<file path="src/rtl/branch_target_buffer.sv">
// branch_target_buffer
//   Direct-mapped branch target buffer with 2-bit saturating direction
//   counters for the fetch stage. Looks up i_fetch_pc combinationally,
//   classifies the instruction (cond/call/return/jump) for the return
//   address stack and forms the predicted next fetch PC. Execute-stage
//   resolution writes back through one fire-and-forget update port.
//
//   Optional macro: BTB_BYPASS_EN -- forward a same-cycle update whose PC
//   equals i_fetch_pc onto the lookup outputs.
//
// Ports
//   i_clk          clock, rising edge
//   i_resetn       asynchronous active-low reset
//   i_fetch_pc     PC being fetched (word aligned)
//   i_ras_target   top of return address stack
//   i_flush        invalidate all entries at the edge
//   i_upd_valid    resolved control-flow instruction this cycle
//   i_upd_pc       PC of resolved instruction
//   i_upd_target   resolved target
//   i_upd_type     00 cond, 01 call, 10 return, 11 jump
//   i_upd_taken    resolved direction
//   o_hit          fetch PC matches a valid entry
//   o_inst_bj      equals o_hit (to return address stack)
//   o_type         instruction kind, 00 on a miss
//   o_next_pc      fetch PC + 4 (return address pushed on a call)
//   o_pred_taken   predicted direction
//   o_pred_target  predicted next fetch PC
module branch_target_buffer #(
  parameter int unsigned IDX_W = 4
) (
  input  logic        i_clk,
  input  logic        i_resetn,
  input  logic [31:0] i_fetch_pc,
  input  logic [31:0] i_ras_target,
  input  logic        i_flush,
  input  logic        i_upd_valid,
  input  logic [31:0] i_upd_pc,
  input  logic [31:0] i_upd_target,
  input  logic [1:0]  i_upd_type,
  input  logic        i_upd_taken,
  output logic        o_hit,
  output logic        o_inst_bj,
  output logic [1:0]  o_type,
  output logic [31:0] o_next_pc,
  output logic        o_pred_taken,
  output logic [31:0] o_pred_target
);

  localparam int unsigned N     = 1 << IDX_W;
  localparam int unsigned TAG_W = 30 - IDX_W;

  localparam logic [1:0] TY_COND = 2'b00;
  localparam logic [1:0] TY_RET  = 2'b10;

  logic             r_valid  [N];
  logic [TAG_W-1:0] r_tag    [N];
  logic [31:0]      r_target [N];
  logic [1:0]       r_type   [N];
  logic [1:0]       r_ctr    [N];

  logic [IDX_W-1:0] w_f_idx;
  logic [TAG_W-1:0] w_f_tag;
  logic [IDX_W-1:0] w_u_idx;
  logic [TAG_W-1:0] w_u_tag;
  logic             w_upd_hit;
  logic             w_upd_we;
  logic [1:0]       w_upd_ctr;
  logic [1:0]       w_old_ctr;

  logic             w_sel_hit;
  logic [1:0]       w_sel_type;
  logic [31:0]      w_sel_target;
  logic [1:0]       w_sel_ctr;

  assign w_f_idx   = i_fetch_pc[IDX_W+1:2];
  assign w_f_tag   = i_fetch_pc[31:IDX_W+2];
  assign w_u_idx   = i_upd_pc[IDX_W+1:2];
  assign w_u_tag   = i_upd_pc[31:IDX_W+2];
  assign o_next_pc = i_fetch_pc + 32'd4;

  // Update: a hit refreshes the entry, a taken miss allocates, a
  // not-taken miss is dropped. Flush suppresses any write.
  assign w_upd_hit = r_valid[w_u_idx] && (r_tag[w_u_idx] == w_u_tag);
  assign w_upd_we  = i_upd_valid && !i_flush && (w_upd_hit || i_upd_taken);
  assign w_old_ctr = r_ctr[w_u_idx];

  always_comb begin
    w_upd_ctr = 2'b10;
    if (w_upd_hit) begin
      if (i_upd_type == TY_COND) begin
        if (i_upd_taken)
          w_upd_ctr = (w_old_ctr == 2'b11) ? 2'b11 : w_old_ctr + 2'd1;
        else
          w_upd_ctr = (w_old_ctr == 2'b00) ? 2'b00 : w_old_ctr - 2'd1;
      end else begin
        w_upd_ctr = 2'b11;
      end
    end
  end

`ifdef BTB_BYPASS_EN
  logic w_byp;
  assign w_byp = w_upd_we && (i_upd_pc == i_fetch_pc);

  always_comb begin
    w_sel_hit    = r_valid[w_f_idx] && (r_tag[w_f_idx] == w_f_tag);
    w_sel_type   = r_type[w_f_idx];
    w_sel_target = r_target[w_f_idx];
    w_sel_ctr    = r_ctr[w_f_idx];
    if (w_byp) begin
      w_sel_hit    = 1'b1;
      w_sel_type   = i_upd_type;
      w_sel_target = i_upd_target;
      w_sel_ctr    = w_upd_ctr;
    end
  end
`else
  logic w_unused_pc_lsb;
  assign w_unused_pc_lsb = &{1'b0, i_upd_pc[1:0]};

  always_comb begin
    w_sel_hit    = r_valid[w_f_idx] && (r_tag[w_f_idx] == w_f_tag);
    w_sel_type   = r_type[w_f_idx];
    w_sel_target = r_target[w_f_idx];
    w_sel_ctr    = r_ctr[w_f_idx];
  end
`endif

  // Gating with i_resetn keeps the outputs quiet during reset even when a
  // bypassed update is presented.
  assign o_hit        = i_resetn && w_sel_hit;
  assign o_inst_bj    = o_hit;
  assign o_type       = o_hit ? w_sel_type : TY_COND;
  assign o_pred_taken = o_hit && ((w_sel_type != TY_COND) || w_sel_ctr[1]);

  always_comb begin
    o_pred_target = o_next_pc;
    if (o_pred_taken)
      o_pred_target = (w_sel_type == TY_RET) ? i_ras_target : w_sel_target;
  end

  always_ff @(posedge i_clk or negedge i_resetn) begin
    if (!i_resetn) begin
      for (int unsigned i = 0; i < N; i++) begin
        r_valid[i] <= 1'b0;
        r_ctr[i]   <= 2'b01;
      end
    end else if (i_flush) begin
      for (int unsigned i = 0; i < N; i++) r_valid[i] <= 1'b0;
    end else if (w_upd_we) begin
      r_valid[w_u_idx] <= 1'b1;
      r_ctr[w_u_idx]   <= w_upd_ctr;
    end
  end

  // Payload fields need no reset; they are qualified by r_valid.
  always_ff @(posedge i_clk) begin
    if (w_upd_we) begin
      r_tag[w_u_idx]    <= w_u_tag;
      r_target[w_u_idx] <= i_upd_target;
      r_type[w_u_idx]   <= i_upd_type;
    end
  end

endmodule

</file>
<file path="config.mk">
export PLATFORM = sky130hd
export DESIGN_NAME = branch_target_buffer
export DESIGN_NICKNAME = d
export VERILOG_FILES = /design/src/rtl/branch_target_buffer.sv
export SDC_FILE = /design/constraint.sdc
export NUM_CORES = 1
export LEC_CHECK = 0
export ABC_AREA = 1
export BUFFER_PORTS_ARGS = -buffer_cell sky130_fd_sc_hd__buf_2
export CORE_UTILIZATION = 35
export DETAILED_ROUTE_END_ITERATION = 7
export PLACE_DENSITY = 0.53
export SKIP_CTS_REPAIR_TIMING = 1
export SLEW_MARGIN = 20
export SYNTH_ARGS = -nofsm -noshare
export SYNTH_HDL_FRONTEND = slang
export SYNTH_SLANG_ARGS = --single-unit
</file>
<file path="constraint.sdc">
create_clock -name i_clk -period 5.2 [get_ports i_clk]
set_input_delay 0.78 -clock i_clk [delete_from_list [all_inputs] [get_ports i_clk]]
set_output_delay 0.78 -clock i_clk [all_outputs]
set_load 0.05 [all_outputs]
</file>
### Yosys cells after proc, flatten, opt, wreduce, memory -nomap -nowiden

Memory sizes are Yosys's and may differ from the RTL's.
Index checks and enable logic that the tools add are counted.

* add/subtract/negate cells: 3
* reduce and logical (&&, ||, !) cells: 15
* equal/unequal tests: 4
* multiplexer cells: 29
* bitwise operators: 4
* magnitude comparators: 3

Operator list (number)
* 32-bit 2-to-1 mux: 2
* 26-bit == test: 2
* 32-bit by 3-bit adder with 32-bit output (second input constant): 1
* 32-bit bitwise mux: 1
* 16-bit 2-to-1 mux: 2
* 2-bit 2-to-1 mux: 11
* 2-bit binary-select mux with 4-bit select: 2
* 16-bit OR: 1
* 5-bit >= comparator (second input constant): 2
* 4-bit NOT with 5-bit output: 2
* 1-bit binary-select mux with 4-bit select: 2
* 2-bit demux with 4-bit select: 1
* 1-bit logical AND: 7
* 1-bit 2-to-1 mux: 7
* 5-bit by 1-bit less-than comparator with 1-bit output (second input constant): 1
* 1-bit demux with 4-bit select: 1
* 2-bit == test (second input constant): 2
* 2-bit logical NOT: 2
* 2-bit nonzero test: 2
* 2-bit by 1-bit adder with 2-bit output (second input constant): 1
* 1-bit logical OR: 2
* 2-bit AND reduction: 1
* 2-bit by 1-bit subtractor with 2-bit output (second input constant): 1
* 1-bit logical NOT: 1
* 1-bit NOT: 1

* bits in registers: 48
* word-level logic and storage cells: 93
* RAM bits: 960
* memories kept: 3
* bits of input ports: 135
* output and inout port bits: 69

Memories
* r_target: words 16, width 32, rd ports 1, clocked after memory_dff 0, write ports 1, line 57 `logic [31:0] r_target [N];`
* r_tag: words 16, width 26, rd ports 2, clocked after memory_dff 0, write ports 1, line 56 `logic [TAG_W-1:0] r_tag [N];`
* r_type: words 16, width 2, rd ports 1, clocked after memory_dff 0, write ports 1, line 58 `logic [1:0] r_type [N];`

### Depth between registers and ports, before layout

* depth after elaboration: 10
* gate-level depth with buffers: 24
* gate-level depth less buffers: 20

### Worst setup path before layout

OpenSTA, ideal clock, no wires.

* path type: input to output
* from: input i_fetch_pc[4]
* to: output o_pred_target[31]
* path buffers: 2
* cell stages on the path: 13
* slack: 0.902 ns
* required time: 4.420 ns
* data arrival time: 3.518 ns
* cells stage by stage: buf_2 > nand2_1 > inv_1 > buf_2 > nand4_2 > nor4_1 > nor3b_2 > nand2_1 > nor2_1 > nand2_1 > xor2_1 > nand2_1 > nand2_1

* elaborated cells on any way between the ends: 20
* those cells by class: 1 x add/sub; 2 x eq/ne; 8 x mux; 1 x bitwise; 5 x reduce/logical; 3 x memory

RTL lines
* from (decl): line 33 `input logic [31:0] i_fetch_pc,`
* 32-bit by 3-bit adder with 32-bit output: line 79 `assign o_next_pc = i_fetch_pc + 32'd4;`
* via o_next_pc[31]: line 44 `output logic [31:0] o_next_pc,`
* 32-bit 2-to-1 mux: line 138 `if (o_pred_taken)`
* to (decl): line 46 `output logic [31:0] o_pred_target`

The timed path passes the listed nets, and every way through them passes these cells. The select of a mux whose other input is x is not followed.

### Worst setup path after layout

* from: input i_fetch_pc[4]
* to: output o_pred_target[30]

* cells in the longest elaborated chain, start to end: 8
* elaborated cells on any way between the ends: 20
* those cells by class: 1 x add/sub; 2 x eq/ne; 8 x mux; 1 x bitwise; 5 x reduce/logical; 3 x memory

Ends and longest elaborated chain (line)
* parallel branches: the longest is 7 deep, another holds memory 16 x 26 bit
* 32-bit 2-to-1 mux *: 138

Mark *: on every way between the ends. The select of a mux whose other input is x is not followed.

==> results.md <==
- Static Leak: about 21 nW
- Nets: 5170
- Post-synth ARST share: 0.0476
- Worst r2r src: r_tag[11][9]$_DFFE_PP_
- Leading area contributor after synthesis: edfxtp_1
- WS Path Type: input port to primary output
- Slew headroom: 0.377
- Critical Path RT: between 4 and 5 ns
- Cells after synthesis: slightly below 5000
- Switching power total: 0.00480 W
- Gate power share: 0.101
- Bufs on Longest Clock Path: 3
- Final Max Tran Viols: 0
- Worst-path maximum fanout: 28
- Startpoint types: input port
- Worst-Margin Slew: 0.934 ns
- RePlAce Congestion: between 0.9 and 1
- # DRC: 0
- Total gr overflow: 0
- Reg2Reg Capture Point: r_target[0][13]$_DFFE_PP_
- Synth-to-layout area growth: 15.8%
- Register area share after synthesis: 0.630
- Max VDD drop: ~0.28 mV
- Mapped Area: 47700 sq um
- Post-route setup TNS: 0 ns
- Clk_skew: 0.0604 ns
- Design Power: 0.0188 W
- Die width: around 370 microns
- Yosys cell types: 47
- Routed Antenna Nets: 0
- Switching share of power: 0.255
- Root Driver: clkbuf_16
- Ys flop type: edfxtp_1
- Synth warn: 0
- Most common cell in the netlist: nand2_1
- Area contributors post-synth: edfxtp_1 (60%), nand2_1 (12%), o21ai_0 (5.9%)
- Post-synth EDFFs: 960
- Fmax: roughly 0.20 GHz
- H-tree depth: 3
- Unrepaired setup endpoints after global routing: no
- WL final: 168 mm
- Core ar.: between 100000 and 150000 sq um
- Final hold vios: 0
- Dpl ws: around 0.32 ns
- TritonCTS buffer count: between 100 and 150
- Cells on worst reg2reg path: 19
- Routed via count: roughly 38000
- Avg Vias per Cell: 5.45
- Wire length per cell: about 24 microns
- Period Utilization, post-route: 0.945
- Setup WS post-layout: about 0.29 ns
- Initial cell density of the core: 0.353
- Tmin final: around 5 ns
- Largest net degree at the start of global routing: approximately 150
- Die Y: 371 microns
- DR pass1 iterations: 6
- IO Pins: between 200 and 250
- Pwr/cell area: roughly 340 nW/um^2
- Clock Latency Late Sink: ~0.76 ns
- Seq cells post-synth: 1008
- Drt first-iter violations: 4374
- Setup violations, final: 0
- Area taken by multi-input logic gates: roughly 15000 sq um
- CP endpoint kind: primary output
- Status: finished clean
- Cell-internal power: around 0.014 W
- Syn Nets: roughly 5000
- Die footprint: ~140000 sq um
- Fin Hold WS: between 0.2 and 0.3 ns
- Register area: between 30000 and 40000 sq um
- Clock share of power: 0.421
- Sequential power share: 0.478
- Top cells by instance count after synthesis: nand2_1 (1473), edfxtp_1 (960), o21ai_0 (558)
- Critical Path AT: a little over 4 ns
- CTS sink cnt: around 1000
- GRT Util Overall: 0.241
- Row cnt: between 100 and 150
- Ratio of cells with drive above 1 in the final layout: 0.113
- Post-detail-place hpwl: slightly above 100 mm
- Max-cap violation count: 0
- TritonCTS clock tree: yes
- R2R setup slack: between 1.5 and 2 ns
- Port Buffer Count: approximately 200
- Average size of a mapped cell: between 9 and 10 sq um
- Initial antenna violation count: 20
- Clock slew at reported path FFs: 0.06 ns
- HP Class: input port to async pin
- Via count of the first global-routing pass: approximately 35000
- Yosys top cell area share: 0.604
- First-pass GRT wire length: between 200 and 250 mm
- Fillers: between 10000 and 15000
[logic make-up (layout without fill, tap and decap cells)]
logic type | count (synthesis) | after routing | share of synthesized area
compound gates | 995 | 995 | 0.116
xor+xnor | 29 | 29 | 0.00532
fa+ha+maj | 1 | 1 | 0.000262
buf+inv | 547 | 786 | 0.0524
flops | 1008 | 1008 | 0.630
other cells | 0 | 6 | 0
simple gates | 2311 | 2311 | 0.196
[worst max-delay path by stage]
| stage | from | to | slack (ns) | cells after the start |
|---|---|---|---|---|
| 2_1_floorplan | i_fetch_pc[4] | o_pred_target[31] | 0.90 | 13 |
| 6_report | i_fetch_pc[4] | o_pred_target[30] | 0.29 | 19 |
| 4_1_cts | i_fetch_pc[4] | o_type[1] | 0.31 | 18 |
| 3_5_place_dp | i_fetch_pc[4] | o_type[1] | 0.32 | 18 |
| 5_1_grt | i_fetch_pc[4] | o_pred_target[3] | 0.09 | 19 |
| 3_3_place_gp | i_fetch_pc[4] | o_type[1] | 0.29 | 18 |
[critical path, stage by stage]
cell and delay (ns):
buf_6 0.16, clkinv_2 0.12, nor2_4 0.50, buf_4 0.42
buf_4 0.21, nand3_1 0.07, nand4_1 0.13, nand2_1 0.06
nand2_1 0.07, nand2_1 0.08, nor2_1 0.09, nand2_1 0.06
nor2_1 0.10, nand2_1 0.10, nor2_4 0.25, buf_4 0.38
nand4_1 0.13, nand2_1 0.11, buf_2 0.27
[state kept, by name, summed over array words and instances (netlist names)]
register and count:
r_target 512, r_valid 16, r_tag 416, r_type 32, r_ctr 32
[metal layers]
metal / GRT usage / vias to the layer above / wire length (microns)
li1: - / 17300 / -
met1: 0.338 / 18400 / 73500
met2: 0.373 / 1676 / 75600
met3: 0.0446 / 322 / 14000
met4: 0.0806 / 18 / 5120
met5: 0 / - / 103
[power by group through the flow]
stage               registers (W)  logic [W]  clock network [W]
floorplan                 0.00917    0.00108                  0
global placement          0.00917    0.00187                  0
detailed placement        0.00917    0.00188                  0
CTS                       0.00901    0.00188            0.00805
global route              0.00901    0.00205            0.00833
finish                    0.00901    0.00190            0.00793
[layout make-up]
cell class                 count  area share
sequential                  1008       0.544
multi-input combinational   3336       0.275
timing repair buffer         355      0.0586
clock buffer                 137      0.0528
tap                         1781      0.0403
inverter                     222      0.0161
clock inverter                72      0.0126
antenna                        6    0.000272
[through the flow]
| step | std cells | utilization | cell area (sq um) |
|---|---|---|---|
| floorplan | 4891 | - | 47700 |
| global placement | 6702 | 0.381 | 51600 |
| detailed placement | 6702 | 0.381 | 51600 |
| CTS | 6911 | 0.408 | 55200 |
| global route | 6911 | 0.408 | 55200 |
| finish | 6917 | 0.408 | 55200 |
[layout by cell type (no fill, tap or decap), types with 6 or more instances in the layout]
master | Yosys | layout
nor2_1 | 517 | 513
nand3_2 | 13 | 13
inv_1 | 216 | 199
edfxtp_1 | 960 | 960
o211ai_1 | 51 | 51
xor2_1 | 28 | 28
a22oi_1 | 17 | 17
clkinv_2 | 0 | 22
nor2_4 | 3 | 7
dfrtp_1 | 32 | 32
buf_12 | 0 | 81
a21oi_1 | 139 | 139
clkbuf_16 | 0 | 113
nand2_1 | 1473 | 1471
nand3_1 | 163 | 163
diode_2 | 0 | 6
clkinv_1 | 0 | 30
buf_2 | 129 | 184
dfstp_2 | 16 | 16
inv_4 | 0 | 17
o221ai_1 | 49 | 49
o21ai_0 | 558 | 558
nor3_1 | 14 | 14
o21ai_1 | 50 | 50
buf_4 | 35 | 86
nand4_1 | 113 | 113
bufinv_16 | 0 | 12
clkbuf_1 | 124 | 24
o22ai_1 | 114 | 114
Note: power is estimated with default switching activity, not from simulation.
